### src/rtl/proc_flex_if.sv
// Instruction/status bundle between proc_flex and its instruction source.
// The debug read port rides along so a wrapper can observe any register.
interface proc_flex_if #(
  parameter int DW = 16
);
  logic [15:0]   DIN;
  logic          Run;
  logic          Done;
  logic [2:0]    Flags;
  logic [2:0]    DbgSel;
  logic [DW-1:0] DbgData;

  modport master (
    output DIN, Run, DbgSel,
    input  Done, Flags, DbgData
  );

  modport slave (
    input  DIN, Run, DbgSel,
    output Done, Flags, DbgData
  );
endinterface

### src/rtl/proc_flex.sv
// Multicycle bus-based processor core: eight registers, A/G accumulators,
// T0..T3 step FSM under Run/Done control, N/Z/C flags and a debug read port.
module proc_flex #(
  parameter int DW         = 16,
  parameter bit SIGNED_IMM = 1'b0
) (
  input  logic        Clock,
  input  logic        Resetn,
  proc_flex_if.slave  io
);

  typedef enum logic [1:0] {T0, T1, T2, T3} step_t;
  typedef enum logic [2:0] {SEL_NONE, SEL_RX, SEL_RY, SEL_IMM, SEL_MVT, SEL_G} sel_t;

  localparam logic [2:0] OP_MV  = 3'b000;
  localparam logic [2:0] OP_MVT = 3'b001;
  localparam logic [2:0] OP_ADD = 3'b010;
  localparam logic [2:0] OP_SUB = 3'b011;
  localparam logic [2:0] OP_AND = 3'b100;
  localparam logic [2:0] OP_OR  = 3'b101;
  localparam logic [2:0] OP_XOR = 3'b110;
  localparam logic [2:0] OP_CMP = 3'b111;

  step_t         step_q, step_d;
  sel_t          bus_sel;
  logic [15:0]   ir;
  logic [DW-1:0] regs [8];
  logic [DW-1:0] a_q, g_q;
  logic [2:0]    flags_q;
  logic [DW-1:0] bus_w;
  logic [DW:0]   alu_w;
  logic          r_we, a_we, g_we, f_we, done;

  logic [2:0] op, rx, ry;
  logic       imm_m;

  assign op    = ir[15:13];
  assign imm_m = ir[12];
  assign rx    = ir[11:9];
  assign ry    = ir[2:0];

  function automatic logic [DW-1:0] ext_imm(input logic [8:0] d);
    logic signed [8:0] d_s;
    d_s = $signed(d);
    if (SIGNED_IMM) return DW'(d_s);
    return DW'(d);
  endfunction

  // Bit DW of the result carries the C flag: carry-out for add,
  // not-borrow for sub/cmp, zero for the logical ops.
  function automatic logic [DW:0] alu(input logic [2:0] opc,
                                      input logic [DW-1:0] a,
                                      input logic [DW-1:0] b);
    logic [DW:0] r;
    case (opc)
      OP_ADD:         r = {1'b0, a} + {1'b0, b};
      OP_SUB, OP_CMP: begin
        r = {1'b0, a} - {1'b0, b};
        r = {~r[DW], r[DW-1:0]};
      end
      OP_AND:         r = {1'b0, a & b};
      OP_OR:          r = {1'b0, a | b};
      OP_XOR:         r = {1'b0, a ^ b};
      default:        r = '0;
    endcase
    return r;
  endfunction

  always_comb begin
    step_d  = step_q;
    bus_sel = SEL_NONE;
    r_we    = 1'b0;
    a_we    = 1'b0;
    g_we    = 1'b0;
    f_we    = 1'b0;
    done    = 1'b0;
    case (step_q)
      T0: if (io.Run) step_d = T1;
      T1: begin
        if (op == OP_MV || op == OP_MVT) begin
          if (op == OP_MVT) bus_sel = SEL_MVT;
          else              bus_sel = imm_m ? SEL_IMM : SEL_RY;
          r_we   = 1'b1;
          done   = 1'b1;
          step_d = T0;
        end else begin
          bus_sel = SEL_RX;
          a_we    = 1'b1;
          step_d  = T2;
        end
      end
      T2: begin
        bus_sel = imm_m ? SEL_IMM : SEL_RY;
        g_we    = 1'b1;
        f_we    = 1'b1;
        if (op == OP_CMP) begin
          done   = 1'b1;
          step_d = T0;
        end else begin
          step_d = T3;
        end
      end
      T3: begin
        bus_sel = SEL_G;
        r_we    = 1'b1;
        done    = 1'b1;
        step_d  = T0;
      end
      default: step_d = T0;
    endcase
  end

  always_comb begin
    bus_w = '0;
    case (bus_sel)
      SEL_RX:  bus_w = regs[rx];
      SEL_RY:  bus_w = regs[ry];
      SEL_IMM: bus_w = ext_imm(ir[8:0]);
      SEL_MVT: bus_w = DW'({ir[7:0], 8'h00});
      SEL_G:   bus_w = g_q;
      default: bus_w = '0;
    endcase
  end

  assign alu_w = alu(op, a_q, bus_w);

  always_ff @(posedge Clock) begin
    if (!Resetn) begin
      step_q  <= T0;
      ir      <= '0;
      a_q     <= '0;
      g_q     <= '0;
      flags_q <= '0;
      regs    <= '{default: '0};
    end else begin
      step_q <= step_d;
      if (step_q == T0) ir <= io.DIN;
      if (a_we) a_q <= bus_w;
      if (g_we) g_q <= alu_w[DW-1:0];
      if (f_we) flags_q <= {alu_w[DW-1], alu_w[DW-1:0] == '0, alu_w[DW]};
      if (r_we) regs[rx] <= bus_w;
    end
  end

  assign io.Done    = done;
  assign io.Flags   = flags_q;
  assign io.DbgData = regs[io.DbgSel];

endmodule

### src/flat_wrapper.sv
// flat-port wrapper written by rule: the top's interface ports become plain ports
module proc_flex_flat 
#(
  parameter int DW         = 16,
  parameter bit SIGNED_IMM = 1'b0
)
  (Clock, Resetn, io_DIN, io_Run, io_DbgSel, io_Done, io_Flags, io_DbgData);
  proc_flex_if #(.DW(DW)) io_i ();
  input  logic Clock;
  input  logic Resetn;
  input wire logic [$bits(io_i.DIN)-1:0] io_DIN;
  input wire logic [$bits(io_i.Run)-1:0] io_Run;
  input wire logic [$bits(io_i.DbgSel)-1:0] io_DbgSel;
  output wire logic [$bits(io_i.Done)-1:0] io_Done;
  output wire logic [$bits(io_i.Flags)-1:0] io_Flags;
  output wire logic [$bits(io_i.DbgData)-1:0] io_DbgData;
  assign io_i.DIN = io_DIN;
  assign io_i.Run = io_Run;
  assign io_i.DbgSel = io_DbgSel;
  assign io_Done = io_i.Done;
  assign io_Flags = io_i.Flags;
  assign io_DbgData = io_i.DbgData;
  proc_flex #(.DW(DW), .SIGNED_IMM(SIGNED_IMM)) u_core (.Clock(Clock), .Resetn(Resetn), .io(io_i));
endmodule
### config.mk
export PLATFORM = sky130hd
export DESIGN_NAME = proc_flex_flat
export DESIGN_NICKNAME = d
export VERILOG_FILES = /design/src/rtl/proc_flex_if.sv /design/src/rtl/proc_flex.sv /design/src/flat_wrapper.sv
export SDC_FILE = /design/constraint.sdc
export NUM_CORES = 1
export LEC_CHECK = 0
export ABC_AREA = 1
export CORE_ASPECT_RATIO = 1.25
export CORE_MARGIN = 2
export CORE_UTILIZATION = 40
export DETAILED_ROUTE_END_ITERATION = 8
export HOLD_SLACK_MARGIN = 0.15
export REMOVE_ABC_BUFFERS = 1
export SLEW_MARGIN = 10
export SYNTH_ARGS = -nofsm -noshare
export SYNTH_HDL_FRONTEND = slang
export SYNTH_SLANG_ARGS = --single-unit
### constraint.sdc
create_clock -name Clock -period 7.7 [get_ports Clock]
set_clock_uncertainty 0.1 [all_clocks]
set_input_delay 2.31 -clock Clock [delete_from_list [all_inputs] [get_ports Clock]]
set_output_delay 2.31 -clock Clock [all_outputs]
set_load 0.02 [all_outputs]
==> summary.md, run 1 <==
| Metric | Value |
|---|---|
| Htree depth | 4 |
| Setup ws final | 819 ps |
| Layout Cells excl Fill | 2432 |
| Clock transition at path regs | 70 ps |
| Delay-heaviest family, CP | buffers and inverters |
| RSZ-0062 raised after global routing | no |
| Slew Limit Fails | 0 |
| Clk sinks | 180 |
| Slew Limit Headroom | 24.1% |
| Hold-fix buffers, CTS | 0 |
| Ant. Diodes | 0 |
| Input/output buffers | 41 |
| Fmax | 145 MHz |
| Clock Latency Late Sink | 450 ps |
| Max incr delay on CP | 670 ps |
| CTS tree | done |
| Startpoint types | input port |
| Final #Nets | 2083 |
| Ys flop type | dfxtp_1 |
| Worst slew pin tran | 1140 ps |
| Slowest CP cell | clkdlybuf4s50_1 |
| Synthesized area per cell | 6.35 sq um |
| Final worst-path cycle share | 89.4% |
| Yosys reg bits | 180 |
| Post-Syn Instances | 2041 |
| Initial antenna violation count | 0 |
| Crit Path Max Fanout | 23 |
| Worst Hold Class | reg2reg |
| Initial DRC count | 1467 |
| Fin util | 44.3% |
| CP Capture Type | primary output |
| Fill count | 3419 |
| EDFF count, synth | 0 |
| DRC | 0 |
| Cells along the critical path | clkdlybuf4s50_1 -> inv_1 -> buf_4 -> a221oi_1 -> a31oi_1 -> clkdlybuf4s50_1 |
| Via count | 13.8k |
| Cell variety after synth | 57 |
| Synth top area share | 27.8% |
| Cts repair resizes | 0 |
| Ys Warns | 0 |
| Layout area overhead | 8.94% |
| Final ANT Viol Nets | 0 |
| VDD IR max | 171 uV |
| Most frequent CP cell | clkdlybuf4s50_1 |
| Inst Count DP | 2400 |
| DP Wirelength | 32700 um |
| Setup Crit Path Kind | in2out |
| Io pins | 42 |
| Power, Total | 3.49 mW |
| Leak pwr | 6.56 nW |
| Hold WS | 372 ps |
| Multi-input logic area | 7410 sq um |
| DIE AREA | 33900 sq um |
| Vias per Instance | 5.66 |
| Register area | 3610 sq um |
| Register area share after synthesis | 27.8% |
| Total Routed Length | 47600 um |
| Final setup viols | 0 |
| Final Hold Vio Count | 0 |
| Placer's final routability congestion estimate | 0.949 |
| Clock buffer depth | 2 |
| Die height | 205 um |
| Critical Path RT | 5290 ps |
| MaxCap Viol Count | 0 |
| Time the worst path needs with I/O delays and setup | 6880 ps |
| Post-route cell area | 14100 sq um |
| GRT Residual Overflow | 0 |
| FP Rows | 73 |
| Root Driver | clkbuf_16 |
| Die width | 165 um |
| Arrival time worst endpoint | 4470 ps |
| Vias in the first global route | 12.8k |
| Place WS | 848 ps |
| Avg WL per Cell | 19.6 um |
| Status | finished clean |
| Post-Syn Area | 13000 sq um |
| First-pass GRT wire length | 72800 um |
| Asr flop ratio synth | 0% |
| Initial Util | 40.7% |
| Total GRT Usage | 28.1% |
| Dominant cells by area after synthesis | dfxtp_1, a21oi_1, inv_1 |
| Area leader, netlist | dfxtp_1 |
| Power Dens Cells | 247 nW/um^2 |
| CP bufs+invs | 4 |
| Num CTS Buffers | 17 |
| Largest net degree at the start of global routing | 78 |
| Placeable Area | 31900 sq um |
| Drt pass-1 iters | 8 |
| Setup Buffers After CTS | 0 |
| Share of cells above drive strength 1 | 7.03% |
| Placed Area | 13500 sq um |
| Setup TNS | 0 ps |
-- synth_stat cells (4+ instances only) --
library cell,number
nor2_1,128
inv_1,349
nand2_1,330
o21a_1,6
o211ai_1,21
a221oi_1,20
a21oi_2,13
o21ai_1,57
buf_2,32
o221ai_1,5
clkbuf_1,63
nor2_2,10
a21oi_1,274
a31oi_1,17
and2_1,6
inv_2,28
nand2_4,5
nor2_4,9
nand3_1,85
ha_1,52
o21bai_1,19
a22oi_1,5
dfxtp_1,180
nor3_1,4
nand4_1,12
o21ai_0,210
buf_4,9
o22ai_1,38
nand2_2,6
-- cell type report --
cell class	instances	share of cell area [%]
multi-input combinational	1368	52.5
sequential	180	25.5
inverter	382	10.2
timing repair buffer	58	3.83
tap	412	3.65
clock buffer	21	3.26
clock inverter	11	1.07
-- metal layers --
| layer | GRT usage, % | wire (um) | up-vias |
|---|---|---|---|
| met5 | 0 | 0 | - |
| met4 | 15.1 | 2380 | 0 |
| met3 | 4.09 | 3340 | 167 |
| met2 | 46.7 | 22200 | 611 |
| met1 | 34.9 | 19600 | 6352 |
| li1 | - | - | 6646 |
-- where the power goes --
group | internal (mW) | leakage, nW | switching [mW] | total, mW
combinational | 0.437 | 4.81 | 1.05 | 1.49
sequential | 0.999 | 1.46 | 0.0755 | 1.07
clock | 0.529 | 0.286 | 0.397 | 0.926
total | 1.97 | 6.56 | 1.52 | 3.49
-- flip-flops by register name (all words and copies together) (netlist names) --
register and count:
u_core.g_q 15, u_core.regs 128, u_core.step_q 2, u_core.io.Flags 3, u_core.a_q 16, u_core.ir 16
-- layout by cell type, fill, tap and decap left out, types with 9 or more instances in the layout --
| cell type | count |
|---|---|
| o21ai_1 | 57 |
| o21bai_1 | 19 |
| o22ai_1 | 38 |
| nand4_1 | 12 |
| ha_1 | 52 |
| nor2_4 | 9 |
| a21oi_1 | 274 |
| buf_4 | 16 |
| nand2_1 | 330 |
| o21ai_0 | 210 |
| nor2_2 | 11 |
| inv_1 | 349 |
| dfxtp_1 | 179 |
| clkdlybuf4s50_1 | 39 |
| clkbuf_16 | 17 |
| nand3_1 | 85 |
| nor2_1 | 127 |
| o211ai_1 | 21 |
| inv_2 | 29 |
| a31oi_1 | 17 |
| a21oi_2 | 13 |
| a221oi_1 | 20 |
-- path summary, 6_finish.rpt --
| kind | from | end | slack [ps] | cells after the start |
|---|---|---|---|---|
| setup reg to reg | u_core.ir[11] | u_core.io.Flags[1] | 2280 | 25 |
| setup / recovery | io_DbgSel[2] | io_DbgData[13] | 820 | 6 |
| hold reg to reg | u_core.g_q[12] | u_core.g_q[12] | 370 | 2 |
| hold / removal | u_core.g_q[12] | u_core.g_q[12] | 370 | 2 |
-- cell families after synthesis --
family | synth area share (%)
adders and majority gates | 5.33
DFF | 27.8
xor gates and xnor gates | 0.0676
AOI/OAI and AO/OA | 30.9
and+or+nand+nor | 20.9
buffers and inverters | 15.1
-- worst reg2reg max path, stage by stage, from the launching register on --
cell and delay [ps]:
dfxtp_1 570, inv_2 120, nand3_1 740, inv_1 540
a221oi_1 420, nand4_1 280, nand2_1 160, inv_1 60
nand2_2 240, inv_1 110, ha_1 410, nor2_1 270
nand2_1 110, inv_1 60, nand2_1 50, nand2_1 120
nand2_1 120, nand2_1 80, nand2_1 40, nand3_1 70
nand3_1 170, nor2_1 140, nand3_1 80, nor2_1 150
nor2_1 60, nor2_1 70
Power figures use the tool's default switching activity.
==> run 2: changes to the inputs <==
Clock period 7.7 ns to 7.01 ns, I/O delays scaled along.
==> run 2 against run 1 <==
Compared with the run above:
- cell count about the same
- register-to-register slack got worse by 530 ps
- via count increased by 0.12%
- critical path depth increased by 1
- core utilization increased by 0.25 points
- sequential power increased by 11%
- sequential share of layout area decreased by 0.14 points
==> summary.md, run 2 (synthesis results as in run 1) <==
| Metric | Value |
|---|---|
| CP bufs+invs | 4 (unchanged) |
| Worst slew pin tran | 1060 ps (was 1140 ps) |
| Most common cell after layout, fill and taps aside | inv_1 (unchanged) |
| Initial antenna violation count | 0 (unchanged) |
| Root Driver | clkbuf_16 (unchanged) |
| Leak pwr | 6.60 nW (was 6.56 nW) |
| Startpoint types | input port (unchanged) |
| Critical Path RT | 4810 ps (was 5290 ps) |
| Via count | 13.8k (about the same) |
| Setup TNS | 0 ps (unchanged) |
| Crit Path Max Fanout | 25 (was 23) |
| CP Capture Type | primary output (unchanged) |
| Cells along the critical path | buf_2 -> inv_2 -> buf_4 -> a21oi_1 -> a221oi_1 -> a31oi_1 -> clkdlybuf4s50_1 (was clkdlybuf4s50_1 -> inv_1 -> buf_4 -> a221oi_1 -> a31oi_1 -> clkdlybuf4s50_1) |
| Ant. Diodes | 0 (unchanged) |
| Vias per Instance | 5.67 (was 5.66) |
| Status | finished clean (unchanged) |
| Register area | 3610 sq um (unchanged) |
| Setup ws final | 488 ps (was 819 ps) |
| Layout area overhead | 9.56% (was 8.94%) |
| Final ANT Viol Nets | 0 (unchanged) |
| MaxCap Viol Count | 0 (unchanged) |
| Flip-flop count of the largest register, all copies and words added | 128 (unchanged) |
| First-pass GRT wire length | 72300 um (was 72800 um) |
| Delay-heaviest family, CP | buffers and inverters (unchanged) |
| Final worst-path cycle share | 93.0% |
| Hold-fix buffers, CTS | 0 (unchanged) |
| Setup Buffers After CTS | 0 (unchanged) |
| Multi-input logic area | 7410 sq um (unchanged) |
| Vias in the first global route | 12.8k (about the same) |
| Clk sinks | 180 (unchanged) |
| Initial DRC count | 1436 (was 1467) |
| VDD IR max | 181 uV (was 171 uV) |
| Inst Count DP | 2402 (was 2400) |
| Time the worst path needs with I/O delays and setup | 6520 ps |
| Place WS | 545 ps (was 848 ps) |
| Power, Total | 3.89 mW (was 3.49 mW) |
| DIE AREA | 33900 sq um (unchanged) |
| Layout Cells excl Fill | 2434 (was 2432) |
| Share of cells above drive strength 1 | 7.22% (was 7.03%) |
| Largest Register | u_core.regs (unchanged) |
| Arrival time worst endpoint | 4320 ps (was 4470 ps) |
| FP Rows | 73 (unchanged) |
| Final Hold Vio Count | 0 (unchanged) |
| Avg WL per Cell | 19.3 um (was 19.6 um) |
| Fill count | 3352 (was 3419) |
| Initial Util | 40.7% (unchanged) |
| Setup Crit Path Kind | in2out (unchanged) |
| DRC | 0 (unchanged) |
| Placer's final routability congestion estimate | 0.925 (was 0.949) |
| Slew Limit Headroom | 29.2% (was 24.1%) |
| Reg-to-reg critical path startpoint | u_core.ir[11] (unchanged) |
| Commonest non-fill, non-tap cells in the layout | inv_1, nand2_1, a21oi_1, o21ai_0, dfxtp_1 (unchanged) |
| Hold_sp | u_core.g_q[12] (unchanged) |
| Final setup viols | 0 (unchanged) |
| Io pins | 42 (unchanged) |
| Biggest registers after layout | u_core.regs x128, u_core.a_q x16, u_core.ir x16 (unchanged) |
| Total Routed Length | 47100 um (was 47600 um) |
| Fmax | 153 MHz |
| Placeable Area | 31900 sq um (unchanged) |
| GRT Residual Overflow | 0 (unchanged) |
| Largest net degree at the start of global routing | 78 (unchanged) |
| Power Dens Cells | 273 nW/um^2 (was 247 nW/um^2) |
| Final #Nets | 2085 (was 2083) |
| Worst Hold Class | reg2reg (unchanged) |
| Die height | 205 um (unchanged) |
| Clock transition at path regs | 60 ps (was 70 ps) |
| Htree depth | 4 (unchanged) |
| Num CTS Buffers | 17 (unchanged) |
| Die width | 165 um (unchanged) |
| DP Wirelength | 32700 um (about the same) |
| Clock Latency Late Sink | 450 ps (about the same) |
| Slowest CP cell | clkdlybuf4s50_1 (unchanged) |
| Max incr delay on CP | 680 ps (was 670 ps) |
| Drt pass-1 iters | 5 (was 8) |
| Critical path launch point | io_DbgSel[0] (was io_DbgSel[2]) |
| Slew Limit Fails | 0 (unchanged) |
| Input/output buffers | 41 (unchanged) |
| CTS tree | done (unchanged) |
| Cts repair resizes | 0 (unchanged) |
| RSZ-0062 raised after global routing | no (unchanged) |
| Total GRT Usage | 27.8% (was 28.1%) |
| Clock buffer depth | 2 (unchanged) |
[run 2: cell types whose count changed in the layout (fill, tap and decap cells not counted)]
cell / change
clkinv_2: -1
bufinv_16: +1
buf_12: +2
inv_8: +1
clkinv_4: +3
clkbuf_1: -2
clkinvlp_4: -2
[run 2: layout make-up]
| type | count | share of cell area [%] |
|---|---|---|
| Clock buffer | 19 | 3.19 |
| Timing Repair Buffer | 60 | 4.09 |
| Sequential cell | 180 | 25.4 |
| Inverter | 382 | 10.1 |
| Multi-Input combinational cell | 1368 | 52.2 |
| Clock inverter | 13 | 1.40 |
| Tap cell | 412 | 3.63 |
[run 2: worst paths after layout]
path | endpoint | slack (ps) | cells past startpoint
setup / recovery | io_DbgData[5] | 490 | 7
setup reg to reg | u_core.io.Flags[1] | 1750 | 25
hold reg to reg | u_core.g_q[12] | 370 | 2
hold / removal | u_core.g_q[12] | 370 | 2
[run 2: metal layers]
| metal | vias to the layer above | wire length (um) | global-route usage, % |
|---|---|---|---|
| met5 | - | 0 | 0 |
| met4 | 0 | 2130 | 13.4 |
| met3 | 137 | 3150 | 3.51 |
| met2 | 650 | 22300 | 47.3 |
| met1 | 6356 | 19500 | 34.7 |
| li1 | 6650 | - | - |
[run 2: worst register-to-register path: cells and delay by family, from the launching register on]
| family | cells | cell delay (ps) |
|---|---|---|
| flip-flops | 1 | 550 |
| adder cells (fa/ha/maj) | 1 | 420 |
| AO/OA/AOI/OAI | 1 | 420 |
| AND/OR/NAND/NOR | 18 | 2850 |
| buffers and inverters | 5 | 860 |
[run 2: report_power, final]
group	switching (mW)	internal [mW]
clock network	0.457	0.622
registers	0.0907	1.10
logic	1.13	0.483
total	1.68	2.20
[run 2: per-stage QoR]
stage | util [%] | hold slack [ps] | cell area (sq um)
5_1_grt | 44.6 | 410 | 14200
3_3_place_gp | 42.5 | 353 | 13600
4_1_cts | 44.6 | 368 | 14200
3_5_place_dp | 42.5 | 359 | 13600
6_report | 44.6 | 374 | 14200
2_1_floorplan | - | 336 | 12500
==> run 3: changes to the inputs <==
Settings changed: CORE_ASPECT_RATIO 1.25 to 0.6.
Clock period 7.01 ns to 5.4 ns, I/O delays scaled along.
==> run 3 against run 2 <==
Compared with the run above:
- wire length up 4.8%
- combinational power up 39%
- worst setup slack worse by 410 ps
- via count up 2.6%
- critical path depth up 2
- die area up 0.11%
- cell count up 1.3%
==> summary.md, run 3 (synthesis results as in run 1) <==
| Metric | Value |
|---|---|
| Arrival time worst endpoint | 3610 ps (was 4320 ps) |
| Hold WS | 381 ps (was 374 ps) |
| Final worst-path cycle share | 98.6% |
| Root Driver | clkbuf_16 (unchanged) |
| CP Capture Type | primary output (unchanged) |
| Reg2Reg Depth | 26 (was 25) |
| Slew Limit Fails | 0 (unchanged) |
| GRT busiest layer | met1 (was met2) |
| Total Routed Length | 49300 um (was 47100 um) |
| Vias in the first global route | 12.4k (was 12.8k) |
| Share of cells above drive strength 1 | 7.84% (was 7.22%) |
| Setup TNS | 0 ps (unchanged) |
| Initial antenna violation count | 0 (unchanged) |
| Die width | 236 um (was 165 um) |
| CTS tree | done (unchanged) |
| Num CTS Buffers | 17 (unchanged) |
| GRT Residual Overflow | 0 (unchanged) |
| Setup Crit Path Kind | in2out (unchanged) |
| GR Util met3 | 7.09% (was 3.51%) |
| Total GRT Usage | 29.0% (was 27.8%) |
| Layout area overhead | 10.7% (was 9.56%) |
| Fill count | 3392 (was 3352) |
| FP Rows | 51 (was 73) |
| Initial Util | 40.3% (was 40.7%) |
| Clock buffer depth | 2 (unchanged) |
| Placeable Area | 32200 sq um (was 31900 sq um) |
| Clock Latency Late Sink | 460 ps (was 450 ps) |
| Slowest CP cell | clkdlybuf4s50_1 (unchanged) |
| Initial DRC count | 2070 (was 1436) |
| Time the worst path needs with I/O delays and setup | 5330 ps |
| Met2 GRT Util | 39.4% (was 47.3%) |
| Hold-fix buffers, CTS | 0 (unchanged) |
| Worst slew pin tran | 944 ps (was 1060 ps) |
| Vias per Instance | 5.74 (was 5.67) |
| RSZ-0062 raised after global routing | no (unchanged) |
| Io pins | 42 (unchanged) |
| DRC | 0 (unchanged) |
| Slew Limit Headroom | 37.0% (was 29.2%) |
| Max incr delay on CP | 640 ps (was 680 ps) |
| Clk sinks | 180 (unchanged) |
| VDD IR max | 255 uV (was 181 uV) |
| Delay-heaviest family, CP | buffers and inverters (unchanged) |
| MaxCap Viol Count | 0 (unchanged) |
| Power Dens Cells | 357 nW/um^2 (was 273 nW/um^2) |
| Final setup viols | 0 (unchanged) |
| Final ANT Viol Nets | 0 (unchanged) |
| Most frequent CP cell | clkdlybuf4s50_1 |
| Worst Hold Class | reg2reg (unchanged) |
| CP bufs+invs | 4 (unchanged) |
| Via count | 14.2k (was 13.8k) |
| Largest Register | u_core.regs (unchanged) |
| Drt pass-1 iters | 6 (was 5) |
| Startpoint types | input port (unchanged) |
| Placer's final routability congestion estimate | 0.960 (was 0.925) |
| Fmax | 188 MHz |
| Final Hold Vio Count | 0 (unchanged) |
| Leak pwr | 6.72 nW (was 6.60 nW) |
| Ant. Diodes | 0 (unchanged) |
| Largest net degree at the start of global routing | 95 (was 78) |
| Flip-flop count of the largest register, all copies and words added | 128 (unchanged) |
| Crit Path Max Fanout | 9 (was 25) |
| Clock transition at path regs | 70 ps (was 60 ps) |
| Htree depth | 4 (unchanged) |
| DP Wirelength | 35600 um (was 32700 um) |
| Critical Path RT | 3680 ps (was 4810 ps) |
| First-pass GRT wire length | 74700 um (was 72300 um) |
| WP depth | 9 (was 7) |
| Input/output buffers | 41 (unchanged) |
| Die height | 143 um (was 205 um) |
| Biggest registers after layout | u_core.regs x128, u_core.a_q x16, u_core.ir x16 (unchanged) |
| Cells along the critical path | clkdlybuf4s50_1 -> inv_1 -> buf_4 -> a21oi_1 -> o21ai_0 -> nand2_1 -> nor2_1 -> a31oi_1 -> clkdlybuf4s50_1 (was buf_2 -> inv_2 -> buf_4 -> a21oi_1 -> a221oi_1 -> a31oi_1 -> clkdlybuf4s50_1) |
| Final #Nets | 2105 (was 2085) |
| Status | finished clean (unchanged) |
| Worst Hold Depth | 2 (unchanged) |
| Commonest non-fill, non-tap cells in the layout | inv_1, nand2_1, a21oi_1, o21ai_0, dfxtp_1 (unchanged) |
| Most common cell after layout, fill and taps aside | inv_1 (unchanged) |
| Met1 Track Usage GR | 44.5% (was 34.7%) |
| Avg WL per Cell | 20.0 um (was 19.3 um) |
| DIE AREA | 33900 sq um (about the same) |
[run 3: cell count changes in the layout (fill, tap and decap cells not counted), moves of 3 or more]
cell / delta
buf_4: +18
clkbuf_1: +6
clkdlybuf4s50_1: -3
clkinv_4: -4
dlymetal6s2s_1: +3
[run 3: area by class of cell]
| cell class | count | area [sq um] | share of cell area (%) |
|---|---|---|---|
| Inverter | 382 | 1440 | 10.0 |
| Multi-Input combinational cell | 1368 | 7410 | 51.6 |
| Clock inverter | 9 | 154 | 1.07 |
| Clock buffer | 23 | 448 | 3.12 |
| Sequential cell | 180 | 3610 | 25.1 |
| Tap cell | 424 | 531 | 3.70 |
| Timing Repair Buffer | 80 | 763 | 5.32 |
[run 3: what timing repair did]
item	CTS	global route
buffers inserted	0	0
setup endpoints to repair	0	3
resized for setup	0	3
[run 3: power by group]
| part | total [mW] | internal, mW | switching (mW) |
|---|---|---|---|
| clock network | 1.35 | 0.775 | 0.576 |
| logic | 2.25 | 0.666 | 1.59 |
| registers | 1.52 | 1.43 | 0.0993 |
[run 3: worst register-to-register path: stages (launching register included)]
cell       delay [ps]
dfxtp_1           490
inv_2              80
nand2_1           110
inv_2              70
nor2_4            160
nand2_4            60
inv_2             430
o221ai_1          250
a2bb2oi_1         200
nand2_4           240
ha_1              280
inv_1              80
fa_1              390
inv_1             140
nand4_1           110
nand2_1           220
buf_4             190
nand2_1            60
nand2_1            70
nand2_1            50
nand2_1            70
nor2_1             40
nor2_1            240
nand4_1           160
nor2_1            260
nor2_1             70
nor2_1             80
[run 3: path summary, 6_finish.rpt]
check / start / end / slack, ps
setup / recovery: io_DbgSel[1] / io_DbgData[4] / 70
hold / removal: u_core.g_q[12] / u_core.g_q[12] / 380
setup reg to reg: u_core.ir[15] / u_core.io.Flags[1] / 650
hold reg to reg: u_core.g_q[12] / u_core.g_q[12] / 380
[run 3: metrics by stage]
stage | cells | instance area, sq um | utilization, % | worst slack [ps] | power [mW]
2_1_floorplan | 1930 | 12500 | - | 272 | 2.96
3_3_place_gp | 2434 | 13700 | 42.7 | 82.2 | 3.70
3_5_place_dp | 2434 | 13700 | 42.7 | 55.9 | 3.72
4_1_cts | 2466 | 14300 | 44.6 | 42.6 | 5.06
5_1_grt | 2466 | 14400 | 44.6 | 0.460 | 5.42
6_report | 2466 | 14400 | 44.6 | 74.5 | 5.13
[run 3: per-layer routing]
layer  share of wire (%)  wire [um]
met5                   0          0
met2                  38      18600
met1                  48      23600
met4                 1.9        951
met3                  12       6130
